==> src/rtl/bnn_seq_ctrl.sv <==
// Sequencing controller for the serial BNN datapath: accepts a feature vector,
// clears the datapath, steps layer-1 and layer-2 indices, then runs an argmax over the class sums.
module bnn_seq_ctrl #(
    parameter int unsigned N = 11,
    parameter int unsigned M = 40,
    parameter int unsigned B = 4,
    parameter int unsigned C = 6
) (
    input  logic                          clk,
    input  logic                          rst,
    input  logic                          in_valid,
    output logic                          in_ready,
    input  logic [N*B-1:0]                in_data,
    output logic                          dp_clear,
    output logic                          dp_l1_en,
    output logic [$clog2(N)-1:0]          dp_l1_idx,
    output logic [B-1:0]                  dp_x,
    output logic                          dp_l2_en,
    output logic [$clog2(M)-1:0]          dp_l2_idx,
    input  logic [C*$clog2(M+1)-1:0]      dp_sums,
    output logic                          out_valid,
    input  logic                          out_ready,
    output logic [$clog2(C)-1:0]          out_class,
    output logic                          busy
);

    localparam int unsigned SumL = $clog2(M + 1);
    localparam int unsigned L1W  = $clog2(N);
    localparam int unsigned L2W  = $clog2(M);
    localparam int unsigned CW   = $clog2(C);
    localparam int unsigned CntW = (L2W > L1W) ? ((L2W > CW) ? L2W : CW)
                                               : ((L1W > CW) ? L1W : CW);

    typedef enum logic [2:0] {IDLE, CLEAR, L1, L2, ARG, DONE} state_t;

    state_t            state_q, state_d;
    logic [CntW-1:0]   cnt_q, cnt_d;
    logic [N*B-1:0]    data_q, data_d;
    logic [SumL-1:0]   best_q, best_d, sum_k;
    logic [CW-1:0]     bidx_q, bidx_d, class_d;

    logic              in_ready_d, busy_d, clear_d, l1_en_d, l2_en_d, out_valid_d;
    logic [L1W-1:0]    l1_idx_d;
    logic [L2W-1:0]    l2_idx_d;
    logic [B-1:0]      x_d;

    // Next state, counters, argmax and next values of every registered output
    always_comb begin
        state_d = state_q;
        cnt_d   = cnt_q;
        data_d  = data_q;
        best_d  = best_q;
        bidx_d  = bidx_q;
        class_d = out_class;
        sum_k   = '0;

        for (int j = 0; j < int'(C); j++) begin
            if (cnt_q == CntW'(j)) sum_k = dp_sums[j*SumL +: SumL];
        end

        case (state_q)
            IDLE: begin
                if (in_valid) begin
                    data_d  = in_data;
                    state_d = CLEAR;
                end
            end
            CLEAR: begin
                cnt_d   = '0;
                state_d = L1;
            end
            L1: begin
                if (cnt_q == CntW'(N - 1)) begin
                    cnt_d   = '0;
                    state_d = L2;
                end else begin
                    cnt_d = cnt_q + CntW'(1);
                end
            end
            L2: begin
                if (cnt_q == CntW'(M - 1)) begin
                    cnt_d   = '0;
                    state_d = ARG;
                end else begin
                    cnt_d = cnt_q + CntW'(1);
                end
            end
            ARG: begin
                // Strict compare keeps the lowest index on ties
                if (cnt_q == '0 || sum_k > best_q) begin
                    best_d = sum_k;
                    bidx_d = CW'(cnt_q);
                end
                if (cnt_q == CntW'(C - 1)) begin
                    class_d = bidx_d;
                    cnt_d   = '0;
                    state_d = DONE;
                end else begin
                    cnt_d = cnt_q + CntW'(1);
                end
            end
            DONE: begin
                if (out_ready) state_d = IDLE;
            end
            default: begin
                cnt_d   = '0;
                state_d = IDLE;
            end
        endcase

        in_ready_d  = (state_d == IDLE);
        busy_d      = (state_d != IDLE);
        clear_d     = (state_d == CLEAR);
        l1_en_d     = (state_d == L1);
        l2_en_d     = (state_d == L2);
        out_valid_d = (state_d == DONE);
        l1_idx_d    = (state_d == L1) ? L1W'(cnt_d) : '0;
        l2_idx_d    = (state_d == L2) ? L2W'(cnt_d) : '0;

        x_d = '0;
        if (state_d == L1) begin
            for (int k = 0; k < int'(N); k++) begin
                if (cnt_d == CntW'(k)) x_d = data_d[k*B +: B];
            end
        end
    end

    // State and output registers
    always_ff @(posedge clk or posedge rst) begin
        if (rst) begin
            state_q   <= IDLE;
            cnt_q     <= '0;
            data_q    <= '0;
            best_q    <= '0;
            bidx_q    <= '0;
            in_ready  <= 1'b1;
            busy      <= 1'b0;
            dp_clear  <= 1'b0;
            dp_l1_en  <= 1'b0;
            dp_l2_en  <= 1'b0;
            dp_l1_idx <= '0;
            dp_l2_idx <= '0;
            dp_x      <= '0;
            out_valid <= 1'b0;
            out_class <= '0;
        end else begin
            state_q   <= state_d;
            cnt_q     <= cnt_d;
            data_q    <= data_d;
            best_q    <= best_d;
            bidx_q    <= bidx_d;
            in_ready  <= in_ready_d;
            busy      <= busy_d;
            dp_clear  <= clear_d;
            dp_l1_en  <= l1_en_d;
            dp_l2_en  <= l2_en_d;
            dp_l1_idx <= l1_idx_d;
            dp_l2_idx <= l2_idx_d;
            dp_x      <= x_d;
            out_valid <= out_valid_d;
            out_class <= class_d;
        end
    end

endmodule
==> config.mk <==
export PLATFORM = sky130hd
export DESIGN_NAME = bnn_seq_ctrl
export DESIGN_NICKNAME = d
export VERILOG_FILES = /design/src/rtl/bnn_seq_ctrl.sv
export SDC_FILE = /design/constraint.sdc
export NUM_CORES = 1
export LEC_CHECK = 0
export ABC_AREA = 1
export BUFFER_PORTS_ARGS = -buffer_cell sky130_fd_sc_hd__buf_2
export CAP_MARGIN = 20
export CORE_MARGIN = 5
export CORE_UTILIZATION = 41
export CTS_BUF_LIST = sky130_fd_sc_hd__clkbuf_8 sky130_fd_sc_hd__clkbuf_16
export CTS_CLUSTER_DIAMETER = 120
export DETAILED_ROUTE_END_ITERATION = 16
export SLEW_MARGIN = 20
export SYNTH_ARGS = -nofsm -noshare
export SYNTH_HDL_FRONTEND = slang
export SYNTH_SLANG_ARGS = --single-unit
==> constraint.sdc <==
create_clock -name clk -period 4.33 [get_ports clk]
set_input_delay 0.433 -clock clk [delete_from_list [all_inputs] [get_ports clk]]
set_output_delay 0.433 -clock clk [all_outputs]
set_load 0.02 [all_outputs]
==> metrics.txt <==
Hold Crit Class primary input to async pin; core area about 0.011 sq mm; synthesized area approximately 0.0046 sq mm; DRT antenna net count 0; final hold vios 0; worst r2r src cnt_q[0]$_DFF_PP0_; Post-Synth Simple-Gate Area between 30% and 40%; largest vdd supply drop around 0.36 mV; via/cell ratio 4.79; pre-CTS setup slack approximately 0.80 ns; Sink Count 85; GP Congestion a little under 0.9; CP arrival 3.82 ns; worst-path fanout max 15; CP endpoint kind register; largest family of logic cells by synthesized area simple AND/OR/NAND/NOR gates; cell area power density 745 mW/mm^2; Core Rows 38; chip height between 100 and 150 microns; Skew-Pair Late Insertion Delay between 0.3 and 0.4 ns; Clk pin slew, worst setup/hold paths roughly 0.060 ns; top cell type's share of synthesized area 45.4%; Clock Skews 0.00719 ns; endpoints failing setup 0; CTS root buffer clkbuf_16; mean routed wirelength per cell ~13 microns; Post-synth EDFFs 0; antenna violations before repair 0; post-layout min period between 3 and 4 ns; sequential share of the synthesized area a little under half; count leader, synth nand2_1; post-cts repair resize count 0; synth cell count leaders 177 x nand2_1, 84 x dfrtp_1, 74 x inv_1, 43 x nand3_1, 38 x o21ai_0; # diodes 0; initial drt markers approximately 170; synth unique cells 36; Area growth syn-to-layout 20.3%; startpoint type of the worst setup path register; H-Tree Depth 3; vias post-DR about 4000; RSZ-0062 raised after global routing no; vias in the first global route just under 4000; post-synthesis compound-gate area fraction ~6.3%; max-cap viol count 0; first-pass GRT wire length ~19000 microns; r2r setup slk around 0.73 ns; Port-buffer cells around 110; worst slew pin tran 0.897 ns; GRT Total Usage between 10% and 20%; status complete, no violations; Final #Nets ~790; Fmax roughly 280 MHz; placed insts between 800 and 900; total negative slack 0 ns; mux share of post-synthesis cell area under 10%; syn_area_per_cell between 7 and 8 sq um; ys flop type dfrtp_1; reg-to-reg endpoint bidx_q[2]$_DFFE_PP0P_; register bit total from synthesis between 80 and 90; synthesized-area fraction occupied by adder cells under 10%; Starting Density a little over two fifths; WS Path Type register to register; post-synth top area cell dfrtp_1; syn nets a little under 700; post-route DRC violation count 0; setup ws final between 0.7 and 0.8 ns; pin count of the biggest net entering global routing 62; Layout Cells excl Fill roughly 840; DR pass1 iterations 5; Hold Worst Slack about 0.23 ns; Synth Instances between 500 and 600; layout cells sized above 1 a little over a quarter; YS warnings 0; WL final between 10000 and 15000 microns; gr ovfl total 0; max_slew headroom about two fifths; Pleak between 0.003 and 0.004 uW; CTS tree yes; CTS Buffer Depth 2; post-DP HPWL approximately 8400 microns; CTS Buf Count 9; die width about 120 microns; Slew Limit Fails 0; Post-CTS Setup Inserts 0; io pins 107; Async SR Flop Fraction 100%; worst endpoint required time 4.55 ns; hold_buf cts 0; Final Cycle Share 83.1%; post-synthesis xor/xnor area fraction less than 1%; die area about 0.014 sq mm; largest cells by area after synthesis dfrtp_1 45%, nand2_1 14%, inv_1 6.0%, nand3_1 4.6%, o21ai_0 4.1%; Reg2Reg Depth 19
[final cells by class]
type,instances,area [sq um]
tap,140,175
fill,1107,5360
inverter,91,349
clock buffer,9,225
sequential,85,2130
multi-input combinational,396,2090
timing repair buffer,108,546
clock inverter,7,60.1
[worst max-delay path, cell delays in order, from the launching register on]
cell and delay [ns]:
dfrtp_1 0.46, inv_1 0.19, ha_1 0.17, inv_1 0.05, nor4_1 0.74, a21oi_1 0.19
nand2_1 0.11, o21ai_0 0.12, inv_1 0.08, ha_1 0.22, nand2_1 0.06, nor2_1 0.05
o21ai_0 0.07, o211ai_1 0.11, nand2_1 0.10, nand2_1 0.11, nand2_1 0.35, inv_1 0.08
o21ai_0 0.17, inv_1 0.06
[metal layers]
layer,up-vias,GRT usage (%),part of all wire [%]
met1,1864,23.9,47
li1,2049,-,-
met3,7,5.13,5.9
met4,0,3.94,0.81
met2,86,26.4,47
met5,-,0,0
[registers in the layout, summed over array words and instances, names as in the netlist]
signal     count
data_q        44
best_q         6
cnt_q          6
dp_l2_idx      6
dp_l1_idx      4
dp_x           4
bidx_q         3
out_class      3
state_q        3
busy           1
dp_clear       1
dp_l1_en       1
dp_l2_en       1
in_ready       1
out_valid      1
[stage by stage]
stage	util [%]	instance area (sq um)	total power (uW)
finish	50.9	5570	4150
global route	50.9	5570	4580
CTS	50.9	5570	4190
detailed placement	48.3	5290	3430
global placement	48.3	5290	3400
floorplan	-	4630	2920
[worst max-delay path by stage]
stage                       startpoint               endpoint  slack [ns]
floorplan           cnt_q[0]$_DFF_PP0_  bidx_q[1]$_DFFE_PP0P_        1.26
global placement    cnt_q[0]$_DFF_PP0_  bidx_q[2]$_DFFE_PP0P_        0.94
detailed placement  cnt_q[0]$_DFF_PP0_  bidx_q[2]$_DFFE_PP0P_        0.80
CTS                 cnt_q[0]$_DFF_PP0_  bidx_q[2]$_DFFE_PP0P_        0.78
global route        cnt_q[0]$_DFF_PP0_  bidx_q[2]$_DFFE_PP0P_        0.34
finish              cnt_q[0]$_DFF_PP0_  bidx_q[2]$_DFFE_PP0P_        0.73
[kinds of logic (layout without fill, tap and decap cells)]
group | after synthesis | count (layout)
AND/OR/NAND/NOR | 317 | 317
buffers and inverters | 105 | 215
flip-flops | 85 | 85
AO/OA/AOI/OAI | 57 | 57
adder cells (fa/ha/maj) | 11 | 11
multiplexers | 10 | 10
XOR/XNOR | 1 | 1
[placed cells by master, fill, tap and decap left out, types with 2 or more instances in the layout]
master and instances:
a21oi_1 11, a31oi_1 5, and2_1 3, buf_2 106
buf_4 2, clkbuf_16 9, clkinv_2 4, dfrtp_1 84
ha_1 11, inv_1 75, inv_2 15, inv_4 2
mux2i_1 9, nand2_1 177, nand2_2 11, nand3_1 43
nand3_2 6, nand4_1 11, nor2_1 29, nor2_2 5
nor2_4 12, nor2_8 2, nor3_1 4, nor3_2 3
o21ai_0 38, o21ai_1 2, or2_2 8
[power breakdown]
group	switching, uW	internal (uW)	leakage, uW
sequential	124	1100	0.00106
clock	296	439	0.000153
combinational	1440	747	0.00193
total	1860	2280	0.00314
(Power assumes the default switching activity.)
